`src/rtl/gtp_tx_pkg.sv`:
```
// Shared constants, mode encodings and FSM state type for the GTP transmit framer.
package gtp_tx_pkg;

    localparam logic [7:0] K28_5       = 8'hBC;
    localparam logic [7:0] PCOMMA_MARK = 8'hAA;
    localparam logic [7:0] IDLE_MARK   = 8'h00;

    localparam logic [1:0] MODE_SINGLE = 2'd0;
    localparam logic [1:0] MODE_RR     = 2'd1;
    localparam logic [1:0] MODE_DEBUG  = 2'd2;
    localparam logic [1:0] MODE_RAMP   = 2'd3;

    typedef enum logic [1:0] {
        ST_INIT   = 2'd0,
        ST_DATA   = 2'd1,
        ST_PCOMMA = 2'd2
    } tx_state_e;

endpackage

```
`src/rtl/gtp_txframer_rr_next.sv`:
```
// Combinational round-robin finder: lowest set mask bit strictly above cur,
// otherwise the lowest set bit overall (wrap).
module rr_next #(
    parameter int NCH = 16,
    parameter int IW  = 4
) (
    input  logic [NCH-1:0] mask,
    input  logic [IW-1:0]  cur,
    output logic [IW-1:0]  nxt,
    output logic           wrap,
    output logic           none
);

    logic [IW-1:0] above;
    logic [IW-1:0] low;
    logic          hit;

    // Descending scan so the last assignment is the lowest qualifying bit.
    always_comb begin
        above = '0;
        low   = '0;
        hit   = 1'b0;
        for (int i = NCH - 1; i >= 0; i--) begin
            if (mask[i]) begin
                low = IW'(i);
                if (IW'(i) > cur) begin
                    above = IW'(i);
                    hit   = 1'b1;
                end
            end
        end
    end

    assign none = ~|mask;
    assign nxt  = hit ? above : low;
    assign wrap = ~hit & ~none;

endmodule

```
`src/rtl/gtp_txframer.sv`:
```
// GTP lane transmit framer: start-up commas, periodic alignment commas and a
// four-mode data multiplexer over NCH packed ADC samples.
//
// state     | meaning
// ----------+---------------------------------------------------------
// ST_INIT   | start-up commas {icnt, K28.5}, COMMA_INIT words
// ST_DATA   | data word per MODE, period counter running
// ST_PCOMMA | single periodic comma {AA, K28.5} with SYNC, pointers hold
module gtp_txframer
    import gtp_tx_pkg::*;
#(
    parameter int NCH          = 16,
    parameter int DW           = 12,
    parameter int TAGW         = 4,
    parameter int COMMA_INIT   = 10,
    parameter int COMMA_PERIOD = 1024
) (
    input  logic              CLK,
    input  logic              RESET_N,
    input  logic [NCH*DW-1:0] DIN,
    input  logic [1:0]        MODE,
    input  logic [TAGW-1:0]   CHSEL,
    input  logic [NCH-1:0]    CHMASK,
    input  logic [DW-1:0]     DEBUG,
    output logic [15:0]       TXDATA,
    output logic              TXCHARISK,
    output logic              SYNC,
    output logic              RR_WRAP
);

    localparam int            PW    = (COMMA_PERIOD > 1) ? $clog2(COMMA_PERIOD) : 1;
    localparam logic [PW-1:0] PLAST = PW'((COMMA_PERIOD > 1) ? COMMA_PERIOD - 1 : 0);
    localparam logic [7:0]    ILAST = 8'((COMMA_INIT > 0) ? COMMA_INIT - 1 : 0);

    tx_state_e     state, state_d;
    logic [7:0]    icnt, icnt_d;
    logic [PW-1:0] pcnt, pcnt_d;
    logic [TAGW-1:0] ptr, ptr_d;
    logic [DW-1:0] ramp, ramp_d;
    logic [1:0]    last_mode, last_mode_d;
    logic          dv, dv_d;

    logic [15:0]   txdata_d;
    logic          txk_d, sync_d, wrap_d;

    logic [TAGW-1:0] tag;
    logic [DW-1:0]   sample;
    logic [15:0]     data_word;
    logic            mode_entry;

    logic [TAGW-1:0] rr_cur_in, rr_nxt;
    logic            rr_wrap_raw, rr_none;
    logic [DW-1:0]   single_sample, rr_sample;

    // First data word after reset counts as a mode entry.
    assign mode_entry = ~dv | (last_mode != MODE);

    // Searching above the top index always wraps, yielding the lowest set bit.
    assign rr_cur_in = mode_entry ? TAGW'(NCH - 1) : ptr;

    rr_next #(
        .NCH (NCH),
        .IW  (TAGW)
    ) u_rr_next (
        .mask (CHMASK),
        .cur  (rr_cur_in),
        .nxt  (rr_nxt),
        .wrap (rr_wrap_raw),
        .none (rr_none)
    );

    // An out-of-range CHSEL matches no channel and leaves the sample at zero.
    always_comb begin
        single_sample = '0;
        rr_sample     = '0;
        for (int k = 0; k < NCH; k++) begin
            if (CHSEL == TAGW'(k))  single_sample = DIN[k*DW +: DW];
            if (rr_nxt == TAGW'(k)) rr_sample     = DIN[k*DW +: DW];
        end
    end

    always_ff @(posedge CLK or negedge RESET_N) begin
        if (!RESET_N) begin
            state <= ST_INIT;
        end else begin
            state <= state_d;
        end
    end

    always_comb begin
        state_d     = state;
        icnt_d      = icnt;
        pcnt_d      = pcnt;
        ptr_d       = ptr;
        ramp_d      = ramp;
        last_mode_d = last_mode;
        dv_d        = dv;
        txdata_d    = {IDLE_MARK, K28_5};
        txk_d       = 1'b1;
        sync_d      = 1'b0;
        wrap_d      = 1'b0;
        tag         = '0;
        sample      = '0;
        data_word   = '0;

        case (state)
            ST_INIT: begin
                txdata_d = {icnt, K28_5};
                icnt_d   = icnt + 8'd1;
                if (icnt == ILAST) begin
                    icnt_d  = '0;
                    pcnt_d  = '0;
                    state_d = (COMMA_PERIOD == 1) ? ST_PCOMMA : ST_DATA;
                end
            end

            ST_PCOMMA: begin
                txdata_d = {PCOMMA_MARK, K28_5};
                sync_d   = 1'b1;
                pcnt_d   = '0;
                state_d  = (COMMA_PERIOD == 1) ? ST_PCOMMA : ST_DATA;
            end

            ST_DATA: begin
                dv_d        = 1'b1;
                last_mode_d = MODE;
                txk_d       = 1'b0;
                case (MODE)
                    MODE_SINGLE: begin
                        tag    = CHSEL;
                        sample = single_sample;
                    end
                    MODE_RR: begin
                        if (rr_none) begin
                            txk_d = 1'b1;
                        end else begin
                            tag    = rr_nxt;
                            sample = rr_sample;
                            ptr_d  = rr_nxt;
                            wrap_d = rr_wrap_raw & ~mode_entry;
                        end
                    end
                    MODE_DEBUG: begin
                        tag    = '1;
                        sample = DEBUG;
                    end
                    default: begin
                        tag    = CHSEL;
                        sample = mode_entry ? '0 : ramp;
                        ramp_d = sample + DW'(1);
                    end
                endcase

                data_word[DW-1:0]    = sample;
                data_word[DW +: TAGW] = tag;
                if (!txk_d) txdata_d = data_word;

                if (COMMA_PERIOD > 1) begin
                    pcnt_d = pcnt + PW'(1);
                    if (pcnt_d == PLAST) state_d = ST_PCOMMA;
                end
            end

            default: state_d = ST_INIT;
        endcase
    end

    always_ff @(posedge CLK or negedge RESET_N) begin
        if (!RESET_N) begin
            icnt      <= '0;
            pcnt      <= '0;
            ptr       <= '0;
            ramp      <= '0;
            last_mode <= MODE_SINGLE;
            dv        <= 1'b0;
            TXDATA    <= {IDLE_MARK, K28_5};
            TXCHARISK <= 1'b1;
            SYNC      <= 1'b0;
            RR_WRAP   <= 1'b0;
        end else begin
            icnt      <= icnt_d;
            pcnt      <= pcnt_d;
            ptr       <= ptr_d;
            ramp      <= ramp_d;
            last_mode <= last_mode_d;
            dv        <= dv_d;
            TXDATA    <= txdata_d;
            TXCHARISK <= txk_d;
            SYNC      <= sync_d;
            RR_WRAP   <= wrap_d;
        end
    end

endmodule

```
`config.mk`:
```
export PLATFORM = sky130hd
export DESIGN_NAME = gtp_txframer
export DESIGN_NICKNAME = d
export VERILOG_FILES = /design/src/rtl/gtp_tx_pkg.sv /design/src/rtl/gtp_txframer_rr_next.sv /design/src/rtl/gtp_txframer.sv
export SDC_FILE = /design/constraint.sdc
export NUM_CORES = 1
export LEC_CHECK = 0
export ABC_CLOCK_PERIOD_IN_PS = 3600
export BUFFER_PORTS_ARGS = -buffer_cell sky130_fd_sc_hd__buf_2
export CORE_AREA = 2 2 135 111
export DETAILED_ROUTE_END_ITERATION = 8
export DIE_AREA = 0 0 137 113
export PLACE_DENSITY = 0.85
export SETUP_SLACK_MARGIN = 0.5
export SLEW_MARGIN = 20
export SYNTH_ARGS = -nofsm -noshare
export SYNTH_HDL_FRONTEND = slang
export SYNTH_SLANG_ARGS = --single-unit
```
`constraint.sdc`:
```
create_clock -name CLK -period 3.6 [get_ports CLK]
set_clock_uncertainty 0.15 [all_clocks]
set_input_delay 0.54 -clock CLK [delete_from_list [all_inputs] [get_ports CLK]]
set_output_delay 0.54 -clock CLK [all_outputs]
set_load 0.05 [all_outputs]
```
Word-level counts from Yosys, hierarchy flattened
Cells that the tools add are included.
{"block": "word_totals", "register_bits": 58, "latch_bits": 0, "mem_bits_rw": 0, "rom_bits": 0, "inputBits": 228, "output_inout_bits": 19, "wordCells": 222, "n_memories": 0}
{"block": "op_classes", "n_addsub": 3, "n_mul": 0, "div_mod_pow": 0, "magnitude_cmp": 16, "eq_ne": 39, "shift": 0, "muxes": 135, "bitwise": 7, "n_reduce_logical": 11}
{"cell": "12-bit 2-to-1 mux", "count": 34}
{"cell": "4-bit 2-to-1 mux", "count": 51}
{"cell": "4-bit equality test, second input constant", "count": 16}
{"cell": "16-bit one-hot mux with 3 select lines", "count": 1}
{"cell": "1-bit 2-to-1 mux", "count": 40}
{"cell": "12-bit one-hot mux with 3 select lines", "count": 1}
{"cell": "4-bit by 3-bit equality test with 1-bit output, second input constant", "count": 8}
{"cell": "4-bit > comparator, first input constant", "count": 8}
{"cell": "10-bit one-hot mux with 3 select lines", "count": 1}
{"cell": "4-bit by 2-bit equality test with 1-bit output, second input constant", "count": 4}
{"cell": "3-bit by 4-bit > comparator with 1-bit output, first input constant", "count": 4}
{"cell": "16-bit 2-to-1 mux", "count": 1}
{"cell": "16-bit OR reduction", "count": 1}
{"cell": "12-bit by 1-bit adder with 12-bit output, second input constant", "count": 1}
{"cell": "10-bit by 1-bit adder with 10-bit output, second input constant", "count": 1}
{"cell": "10-bit equality test, second input constant", "count": 1}
{"cell": "10-bit 2-to-1 mux", "count": 1}
{"cell": "8-bit by 1-bit adder with 8-bit output, second input constant", "count": 1}
{"cell": "4-bit by 1-bit equality test with 1-bit output, second input constant", "count": 2}
{"cell": "8-bit by 4-bit equality test with 1-bit output, second input constant", "count": 1}
{"cell": "1-bit by 4-bit > comparator with 1-bit output, first input constant", "count": 2}
{"cell": "2-bit by 4-bit > comparator with 1-bit output, first input constant", "count": 2}
{"cell": "4-bit logical NOT", "count": 2}
{"cell": "8-bit 2-to-1 mux", "count": 1}
{"cell": "other kinds (15)", "count": 26}

Logic depth before layout (Yosys ltp)
{"block": "logic_depth", "ltp_word": 58, "depth_mapped": 15, "depth_no_buf": 10}

Modules after synthesis
Synthesis repeated with hierarchy kept, for this count alone.
{"block": "hier_totals", "cells_unflattened": 1006, "area_unflattened_um2": 7702.4}
{"module": "gtp_txframer", "instances": 1, "cells_each": 899, "area_each_um2": 7056.8, "seq_area_each_um2": 1458.9}
{"module": "rr_next", "instances": 1, "cells_each": 107, "area_each_um2": 645.6, "seq_area_each_um2": 0.0}

Worst setup path before layout
Ideal clock, no wire load.
{"block": "synth_timing", "path_type": "input to register", "start": "input port CHSEL[1]", "end": "register TXDATA[1]", "setup_ps": 127, "t_arrival_ps": 2753, "required_time_ps": 3323, "setup_slack_ps": 569, "stages": 11, "n_path_buf": 3, "cell_sequence": "clkbuf_1 > buf_1 > clkbuf_1 > nor2_1 > a22o_1 > a221oi_1 > o311ai_0 > o21ai_0 > nand2_1 > a221o_1 > o2bb2ai_1"}
{"block": "synth_between", "elab_chain_len": 20, "word_cells_on_any_way": 35, "classes_between": "eq/ne (15); mux (19); reduce/logical (1)"}
{"element": "start: declaration", "line": "gtp_txframer.sv:22", "rtl": "input logic [TAGW-1:0] CHSEL,"}
{"element": "4-bit logical NOT", "line": "gtp_txframer.sv:77", "rtl": "if (CHSEL == TAGW'(k)) single_sample = DIN[k*DW +: DW];"}
{"element": "12-bit 2-to-1 mux (15 in a row)", "line": "gtp_txframer.sv:77"}
{"element": "12-bit 2-to-1 mux (*)", "line": "gtp_txframer.sv:77"}
{"element": "12-bit one-hot mux with 3 select lines (*)", "line": "gtp_txframer.sv:128", "rtl": "case (MODE)"}
{"element": "16-bit 2-to-1 mux (*)", "line": "gtp_txframer.sv:156", "rtl": "if (!txk_d) txdata_d = data_word;"}
{"element": "16-bit one-hot mux with 3 select lines (*)", "line": "gtp_txframer.sv:106", "rtl": "case (state)"}
{"element": "via txdata_d[1]", "line": "gtp_txframer.sv:43", "rtl": "logic [15:0] txdata_d;"}
{"element": "end signal: assignment", "line": "gtp_txframer.sv:176", "rtl": "TXDATA <= {IDLE_MARK, K28_5};"}
{"element": "end signal: assignment", "line": "gtp_txframer.sv:187", "rtl": "TXDATA <= txdata_d;"}
{"element": "end: declaration", "line": "gtp_txframer.sv:25", "rtl": "output logic [15:0] TXDATA,"}
Mark *: on every way through the listed nets, which the timed path passes. The rest lies on a longest branch.
A chain may end at the register's enable or synchronous reset.

Worst setup path after layout
{"block": "layout_timing", "start": "register ptr[3]", "end": "register TXDATA[4]"}
{"block": "layout_between", "elab_chain_len": 56, "word_cells_on_any_way": 118, "classes_between": "order compare (16); eq/ne (15); mux (86); reduce/logical (1)"}
{"element": "start: declaration", "line": "gtp_txframer.sv:38", "rtl": "logic [TAGW-1:0] ptr, ptr_d;"}
{"element": "start signal: assignment", "line": "gtp_txframer.sv:183", "rtl": "ptr <= ptr_d;"}
{"element": "4-bit 2-to-1 mux (*)", "line": "gtp_txframer.sv:59", "rtl": "assign rr_cur_in = mode_entry ? TAGW'(NCH - 1) : ptr;"}
{"element": "4-bit > comparator", "line": "gtp_txframer_rr_next.sv:26", "rtl": "if (IW'(i) > cur) begin"}
{"element": "4-bit 2-to-1 mux / 1-bit 2-to-1 mux (equally long branches)", "line": "gtp_txframer_rr_next.sv:26"}
{"element": "4-bit 2-to-1 mux / 1-bit 2-to-1 mux (equally long branches)", "line": "gtp_txframer_rr_next.sv:24", "rtl": "if (mask[i]) begin"}
{"element": "4-bit 2-to-1 mux / 1-bit 2-to-1 mux (equally long branches)", "line": "gtp_txframer_rr_next.sv:26"}
{"element": "4-bit 2-to-1 mux / 1-bit 2-to-1 mux (equally long branches)", "line": "gtp_txframer_rr_next.sv:24"}
{"element": "4-bit 2-to-1 mux / 1-bit 2-to-1 mux (equally long branches)", "line": "gtp_txframer_rr_next.sv:26"}
{"element": "4-bit 2-to-1 mux / 1-bit 2-to-1 mux (equally long branches)", "line": "gtp_txframer_rr_next.sv:24"}
{"element": "(+27 left out)"}
{"element": "4-bit logical NOT", "line": "gtp_txframer.sv:78", "rtl": "if (rr_nxt == TAGW'(k)) rr_sample = DIN[k*DW +: DW];"}
{"element": "12-bit 2-to-1 mux (15 in a row)", "line": "gtp_txframer.sv:78"}
{"element": "12-bit 2-to-1 mux (*)", "line": "gtp_txframer.sv:78"}
{"element": "12-bit 2-to-1 mux (*)", "line": "gtp_txframer.sv:134", "rtl": "if (rr_none) begin"}
{"element": "12-bit one-hot mux with 3 select lines (*)", "line": "gtp_txframer.sv:128"}
{"element": "16-bit 2-to-1 mux (*)", "line": "gtp_txframer.sv:156"}
{"element": "16-bit one-hot mux with 3 select lines (*)", "line": "gtp_txframer.sv:106"}
{"element": "via txdata_d[4]", "line": "gtp_txframer.sv:43"}
Marked as above.

==> reports/results.ini <==
[synth]
ys_warn_count = 0
yosys.area.top_type_share_pct = 18.0
yosys_register_bits = 58
synthFlopType = dfrtp_1
syn_inst = 981
synth_area_leaders = dfrtp_1 18%, mux2i_1 8.4%, o21ai_0 7.5%, nand2_1 6.4%, a21oi_1 5.7%
syn_nets = 1218
syn_avg_cell_area_um2 = 7.37
synth_area_leader_cell = dfrtp_1
synth_edf_count = 0
synth_cell_types = 90
synthArstFlopShare_pct = 100
seq_area_frac_synth_pct = 20.2
syn_area_um2 = 7230

[floorplanning]
die_area_um2 = 15500
rows = 39
chipHeight_um = 113
io_pins = 247
start_util_pct = 51.5
die_width_um = 137
core_area_um2 = 14100

[power_and_ir_drop]
ir_drop_mv = 0.312
swShare_pct = 43.3
p_per_area_nw_per_um2 = 380
power.share.clock_pct = 22.7
seqPwrFrac_pct = 19.1
p_int_mw = 2.23
p_leak_nw = 4.75
power.switching_mw = 1.70
combPwrFrac_pct = 58.2

[cts]
h-tree-depth = 3
clk_pin_slew_ns = 0.06
numClockSinks = 58
cts-hold-fix-buffers = 0
clock_latency_ns = 0.34
clk_path_buf_depth = 2
cts_root_buffer = clkbuf_16
cts_inserted_buffers = 9
cts_tree = done

[finish]
layout_commonest_cell = buf_2
fill_cells = 1076
drive_gt1_share_pct = 38.3
mostFrequentLayoutCells = 245 x buf_2, 116 x nand2_1, 107 x buf_4
num_antenna_cells = 0
num-nets-final = 1536
syn_to_final_growth_pct = 43.1

[placement]
gp_congestion = 1.07
port_buffers = 246
dp_hpwl_um = 26700
dpl_worst_slack_ns = -0.0106

[sta]
rsz0062_at_grt = true
fin_crit_ns = 3.36
relSlewSlack_pct = 47.5
worst_slack_ns = 0.236
fin_tns_setup_ns = 0
worst_slew_pin_slew_ns = 0.787
period_share_pct = 93.4
whs_ns = 0.0309
max_freq_ghz = 0.297
hold_viol = 0
timing.final.max_slew_violations = 0
setup_viol = 0

[run]
cap_violations = 0

[global_route]
antenna_found_initial = 1
grt_pass1_vias = 9263
track_usage_pct = 44.2
overflow = 0
grt_max_degree = 36
grt_pass1_wl_um = 52400

[critical_path]
cp-start-kind = flop
required_ns = 3.69
path_max_fanout = 11
arrival_ns = 3.46
critPathKind = flop to flop
end_kind = flop

[drt]
drt-wirelength-per-cell_um = 25.2
routed_wl_um = 37400
via_per_inst = 7.17
drc = 3
vias = 10672
drtIter0Drc = 1847
drt_first_pass_iters = 9
postRouteAntennaNets = 0

[run_status]
violations = DRC
outcome = complete, but fails checks

[hold_path]
hold_class = input pin to asynchronous set/reset pin

per-layer routing:
layer	part of all wire [%]	wire, um	GRT usage [%]	vias to the layer above
li1	-	-	-	4425
met1	37	13800	62.0	4923
met2	42	15800	65.3	1055
met3	15	5570	12.2	267
met4	6.1	2300	15.5	2
met5	0.035	13	0	-
synthesized netlist by cell type (11+ instances only):
cell / instances
nand2_1: 123
o21ai_0: 108
a21oi_1: 83
nor2_1: 68
mux2i_1: 61
dfrtp_1: 52
clkbuf_1: 44
nand3_1: 39
a22oi_1: 26
a221oi_1: 21
a31oi_1: 20
inv_1: 16
nor2b_1: 16
and3_1: 14
o21ai_1: 14
a22o_1: 13
nor3_1: 12
nand2b_1: 11
what timing repair did:
action                                  in CTS  in global routing
endpoints found under the setup margin      12                 13
buffers inserted                            26                 27
gates resized for setup                     69                 58
gates cloned                                 3                  2
pin swaps                                   26                 23
kinds of logic after synthesis:
kind of cell	share of synthesized area [%]
AO/OA/AOI/OAI	38.1
XOR/XNOR	0.848
adder cells (fa/ha/maj)	1.56
buffers and inverters	5.57
AND/OR/NAND/NOR	22.6
multiplexers	11.1
flip-flops	20.2
power by group through the flow:
stage / Combinational [mW] / Clock, mW / Sequential, mW
detailed placement: 1.64 / 0 / 0.772
floorplan: 0.920 / 0 / 0.857
finish: 2.29 / 0.891 / 0.753
global placement: 1.64 / 0 / 0.773
global route: 2.35 / 0.911 / 0.754
CTS: 1.93 / 0.880 / 0.745
stage by stage:
step                      cells  cell area [um^2]  util (%)  power, mW
after global placement     1414              8970      63.9       2.41
final                      1488             10300      73.6       3.93
after floorplan             981              7230         -       1.78
after global routing       1488             10300      73.6       4.02
after detailed placement   1414              8970      63.9       2.41
after CTS                  1459              9840      70.0       3.56
final cells by class:
class	instances	area, um^2	area share [%]
well taps	184	230	2.22
flip-flops and latches	58	1460	14.1
repair buffers	381	2520	24.3
multi-input cells	833	5770	55.8
clock buffers	10	239	2.31
clock inverters	6	63.8	0.617
inverters	16	63.8	0.617
state kept, by name, indices dropped and copies added, names as in the netlist:
register	cells
RR_WRAP	1
SYNC	1
TXCHARISK	1
TXDATA	16
dv	1
icnt	8
last_mode	2
pcnt	10
ptr	4
ramp	12
state	2
worst max-delay path, stage by stage (launching register included):
cell and delay (ns):
dfrtp_2 0.46, buf_6 0.14, clkinvlp_4 0.14, o22ai_4 0.22, nand4_4 0.14, and2_4 0.20
o32a_4 0.42, buf_4 0.17, clkbuf_16 0.16, and2_4 0.20, o21ai_0 0.26, a32oi_1 0.15
a2111oi_1 0.31, o21ai_1 0.14
worst paths after layout:
path | start | endpoint | slack (ns) | cells after the start
max | ptr[3] | TXDATA[4] | 0.24 | 13
min | RESET_N | pcnt[1] | 0.03 | 1
max reg2reg | ptr[3] | TXDATA[4] | 0.24 | 13
min reg2reg | ramp[11] | ramp[11] | 0.35 | 1
max in group asynchronous | RESET_N | TXDATA[3] | 2.53 | 2
min in group CLK | ramp[11] | ramp[11] | 0.35 | 1
No activity file was read; power rests on OpenSTA's default activity.
